==> src/rtl/spi_rx_pkg.sv <==
// rtl/spi_rx_pkg.sv - shared types and defaults for the SPI word receiver
package spi_rx_pkg;

  localparam int DEF_WIDTH       = 8;
  localparam int DEF_SYNC_STAGES = 2;

  typedef enum logic {
    IDLE  = 1'b0,
    SHIFT = 1'b1
  } rx_state_t;

endpackage

==> src/rtl/sync_ff.sv <==
// rtl/sync_ff.sv - multi-flop pin synchronizer with configurable reset level
module sync_ff #(
  parameter int   STAGES      = 2,
  parameter logic RESET_VALUE = 1'b0
) (
  input  logic CLK,
  input  logic RSTN,
  input  logic A,
  output logic Y
);

  logic [STAGES-1:0] q;

  always_ff @(posedge CLK or negedge RSTN) begin
    if (!RSTN) q <= {STAGES{RESET_VALUE}};
    else       q <= {q[STAGES-2:0], A};
  end

  assign Y = q[STAGES-1];

endmodule

==> src/rtl/spi_word_rx.sv <==
// rtl/spi_word_rx.sv - mode-0 SPI slave receiver delivering WIDTH-bit words with a load strobe
module spi_word_rx
  import spi_rx_pkg::*;
#(
  parameter int WIDTH       = DEF_WIDTH,
  parameter int SYNC_STAGES = DEF_SYNC_STAGES
) (
  input  logic             CLK,
  input  logic             RSTN,
  input  logic             SCK,
  input  logic             MOSI,
  input  logic             CS_N,
  output logic [WIDTH-1:0] D,
  output logic             CE,
  output logic             BUSY,
  output logic             FRAME_ERR
);

  localparam int CW = $clog2(WIDTH + 1);
  localparam int FW = $clog2(SYNC_STAGES + 1);
  localparam logic [CW-1:0] LAST     = CW'(WIDTH - 1);
  localparam logic [FW-1:0] FILL_MAX = FW'(SYNC_STAGES);

  logic sck_s, mosi_s, csn_s;

  sync_ff #(.STAGES(SYNC_STAGES), .RESET_VALUE(1'b0)) u_sync_sck (
    .CLK(CLK), .RSTN(RSTN), .A(SCK), .Y(sck_s)
  );
  sync_ff #(.STAGES(SYNC_STAGES), .RESET_VALUE(1'b0)) u_sync_mosi (
    .CLK(CLK), .RSTN(RSTN), .A(MOSI), .Y(mosi_s)
  );
  sync_ff #(.STAGES(SYNC_STAGES), .RESET_VALUE(1'b1)) u_sync_csn (
    .CLK(CLK), .RSTN(RSTN), .A(CS_N), .Y(csn_s)
  );

  rx_state_t        state;
  logic [CW-1:0]    cnt;
  logic [WIDTH-1:0] sr;
  logic             sck_q;
  logic             armed;
  logic [FW-1:0]    fill;

  logic             rise;
  logic             word_done;
  logic [WIDTH-1:0] sr_next;

  assign rise      = sck_s & ~sck_q;
  assign word_done = rise && (cnt == LAST);
  assign sr_next   = {sr[WIDTH-2:0], mosi_s};
  assign BUSY      = (state == SHIFT);

  // armed only once csn_s reflects the real pin (synchronizer flushed) and it was high,
  // so a frame already running when reset releases is never picked up mid-way
  always_ff @(posedge CLK or negedge RSTN) begin
    if (!RSTN) begin
      state     <= IDLE;
      cnt       <= '0;
      sr        <= '0;
      D         <= '0;
      CE        <= 1'b0;
      FRAME_ERR <= 1'b0;
      sck_q     <= 1'b0;
      armed     <= 1'b0;
      fill      <= '0;
    end else begin
      sck_q     <= sck_s;
      CE        <= 1'b0;
      FRAME_ERR <= 1'b0;
      if (fill != FILL_MAX) fill <= fill + FW'(1);
      if (csn_s && (fill == FILL_MAX)) armed <= 1'b1;

      case (state)
        IDLE: begin
          cnt <= '0;
          sr  <= '0;
          if (!csn_s && armed) state <= SHIFT;
        end
        SHIFT: begin
          if (word_done) begin
            D  <= sr_next;
            CE <= 1'b1;
          end
          if (csn_s) begin
            // a word completing on the closing edge wins over the partial-word error
            state     <= IDLE;
            cnt       <= '0;
            sr        <= '0;
            FRAME_ERR <= !word_done && (rise || (cnt != '0));
          end else if (rise) begin
            sr  <= sr_next;
            cnt <= word_done ? '0 : cnt + CW'(1);
          end
        end
        default: state <= IDLE;
      endcase
    end
  end

endmodule

==> config.mk <==
export PLATFORM = sky130hd
export DESIGN_NAME = spi_word_rx
export DESIGN_NICKNAME = d
export VERILOG_FILES = /design/src/rtl/spi_rx_pkg.sv /design/src/rtl/sync_ff.sv /design/src/rtl/spi_word_rx.sv
export SDC_FILE = /design/constraint.sdc
export NUM_CORES = 1
export LEC_CHECK = 0
export ABC_CLOCK_PERIOD_IN_PS = 1850
export BUFFER_PORTS_ARGS = -buffer_cell sky130_fd_sc_hd__buf_2
export CORE_ASPECT_RATIO = 1.25
export CORE_UTILIZATION = 25
export DETAILED_ROUTE_END_ITERATION = 10
export PLACE_DENSITY = 0.43
export SYNTH_ARGS = -nofsm -noshare
export SYNTH_HDL_FRONTEND = slang
export SYNTH_SLANG_ARGS = --single-unit
export TNS_END_PERCENT = 20
==> constraint.sdc <==
create_clock -name CLK -period 1.85 [get_ports CLK]
set_clock_uncertainty 0.05 [all_clocks]
set_input_delay 0 -clock CLK [delete_from_list [all_inputs] [get_ports CLK]]
set_output_delay 0 -clock CLK [all_outputs]
set_load 0.1 [all_outputs]
==> results.ini <==
[global_route]
grt_overflow=0
track_usage_pct=9.13
grt_pass1_vias=743
grt_max_degree=33
antenna_found_initial=0
grt_pass1_wl_um=3440

[power]
irDropWorstVdd_uv=462
power_switching_w=0.000283
leakagePower_nw=0.697
combPwrFrac_pct=4.6
p_seq_share_pct=56.4
powerDensity_mw_per_mm2=854
p_int_w=0.000995
swShare_pct=22.1
p_clk_share_pct=39.0

[sta]
rsz0062_at_grt=no
holdWs_ps=248
hold_viol_final=0
relSlewSlack_pct=54.0
fin_crit_sh_pct=92.0
tightestPinTransition_ps=689
finalCriticalPeriod_ps=1700
finalSetupViolCount=0
slew_viol_final=0
fmax_mhz=587

[detailed_routing]
drtIter0Drc=49
viasPerCell=4.19
wl_met3_um=87
postRouteAntennaNets=0
wl_met2_um=935
num_vias=758
highest_layer=met4
wl_per_cell_um=11.2
met1_length_um=966
wirelength_um=2040
firstDrtPassIters=4
drcViolationCount=0

[yosys]
synthTopCellsByArea=dfrtp_1 60%, mux2_4 9.6%, nand2_1 5.7%
syn_nets=106
ys_seq_area_share_pct=64.4
yosys_warnings=0
ys_types=23
synth_top_area_cell=dfrtp_1
avgSynthCellArea_um2=12.7
ys_seq_elements=32
synthCells=98
netlist.area_leader.share_pct=60.2
synth_area_mm2=0.00125

[clock_network]
clock_latency_ps=280
ctsRootBufferMaster=clkbuf_8
htree_num_levels=2
cts.sinks=32
cts.path.max_buffers=2
cts_tree=yes
path_clk_slew_ps=60
post-cts-setup-buffers=0
cts_made_buffers=5

[worst_setup_path]
required_ps=1970
cp_max_fo=9
cp.arrival_ps=1820
worstSetupPathType=reg2reg
start_kind=flip-flop
crit_path_end_kind=flip-flop

[floorplan]
num_rows=28
die_area_mm2=0.00528
floorplan.initialDensity_pct=26.2
core_mm2=0.00476
die_x_um=65.2
io_pins=16
die_y_um=81.0

[job]
drv_cap=0

[placed_design]
gp_congestion=0.729
io_buffers=15
place_hpwl_um=1320

[final_layout]
utilization_pct=31.4
syn_to_final_growth_pct=20.0
drive_gt1_share_pct=27.3
insertedDiodeCount=0
nets=128
n_fill_cell=493

[status]
run_status=completed

[hold_path]
hold_path_class=in2async

==> placed cells by master, fill, tap and decap left out, drive strengths merged <==
cell type,Yosys,routed
a2111o,1,1
a21o,1,1
a21oi,10,10
a31oi,1,1
and2b,1,1
and3b,1,1
and4b,1,1
buf,2,15
clkbuf,2,8
dfrtp,30,30
dfstp,2,2
dlygate4sd3,0,4
ha,3,3
inv,4,4
mux2,8,8
nand2,19,19
nand2b,2,2
nand3,1,1
nand3b,1,1
nor2,3,3
o211a,1,1
o21ai,2,2
xnor2,2,2
==> worst max-delay path: stages (launching register included) <==
cell and delay (ps):
dfrtp_1 390, ha_1 210, and4b_1 220, and3b_2 390, mux2_4 330
==> worst paths after layout <==
path,startpoint,to,slack (ps),depth (start not counted)
worst max-delay path,cnt[0]$_DFFE_PN0P_,D[7]$_DFFE_PN0P_,150,4
worst min-delay path,RSTN,D[0]$_DFFE_PN0P_,250,2
worst max register to register,cnt[0]$_DFFE_PN0P_,D[7]$_DFFE_PN0P_,150,4
worst min register to register,u_sync_sck.q[0]$_DFF_PN0_,u_sync_sck.q[1]$_DFF_PN0_,300,0
max in group asynchronous,RSTN,BUSY$_DFF_PN0_,1020,2
min in group CLK,u_sync_sck.q[0]$_DFF_PN0_,u_sync_sck.q[1]$_DFF_PN0_,300,0
==> layout make-up <==
type,instances,area (um2),share of cell area (%)
well taps,60,75.1,5.02
multi-input cells,58,407,27.2
repair buffers,19,115,7.69
inverters,4,15.0,1.00
clock buffers,8,80.1,5.35
flip-flops and latches,32,805,53.8
==> power by group through the flow <==
stage          combinational [W]  sequential (W)  clock [W]
6_report               0.0000587        0.000721   0.000498
2_1_floorplan          0.0000170        0.000745          0
3_3_place_gp           0.0000544        0.000733          0
5_1_grt                0.0000667        0.000722   0.000545
4_1_cts                0.0000604        0.000721   0.000519
3_5_place_dp           0.0000541        0.000733          0
==> cell usage after synthesis, drive strengths merged <==
master   n
a2111o   1
a21o     1
a21oi   10
a31oi    1
and2b    1
and3b    1
and4b    1
buf      2
clkbuf   2
dfrtp   30
dfstp    2
ha       3
inv      4
mux2     8
nand2   19
nand2b   2
nand3    1
nand3b   1
nor2     3
o211a    1
o21ai    2
xnor2    2
==> through the flow <==
stage | cell area, um2 | setup WS [ps] | power [W] | std cells | setup TNS, ps
after CTS | 1500 | 144 | 0.00130 | 181 | 0
after detailed placement | 1380 | -5.91 | 0.000787 | 169 | -27.2
after global placement | 1380 | 26.1 | 0.000787 | 169 | 0
after global routing | 1500 | 85.2 | 0.00133 | 181 | 0
final | 1500 | 148 | 0.00128 | 181 | 0
after floorplan | 1250 | 292 | 0.000762 | 98 | 0
==> kinds of logic (layout without fill, tap and decap cells) <==
group / count (synthesis) / count (layout) / synth area share (%)
buffers and inverters: 8 / 31 / 3.11
multiplexers: 8 / 8 / 9.63
AND/OR/NAND/NOR: 29 / 29 / 10.8
AO/OA/AOI/OAI: 16 / 16 / 7.62
XOR/XNOR: 2 / 2 / 1.40
adder cells (fa/ha/maj): 3 / 3 / 3.01
flip-flops: 32 / 32 / 64.4
==> sequential cells by signal, summed over array words and instances, names as in the netlist <==
name	count
BUSY	1
CE	1
D	8
FRAME_ERR	1
armed	1
cnt	4
fill	2
sck_q	1
sr	7
u_sync_csn.q	2
u_sync_mosi.q	2
u_sync_sck.q	2
==> timing repair <==
item	CTS	global route
setup endpoints to repair	8	0
endpoints found under the hold margin	33	0
hold buffers	4	0
resized for setup	1	0
==> metal layers <==
metal / up-vias / global-route usage (%)
met3: 5 / 3.79
met2: 15 / 13.3
met4: 0 / 6.52
met1: 371 / 10.7
met5: - / 0
li1: 367 / -
Power figures use the tool's default switching activity.
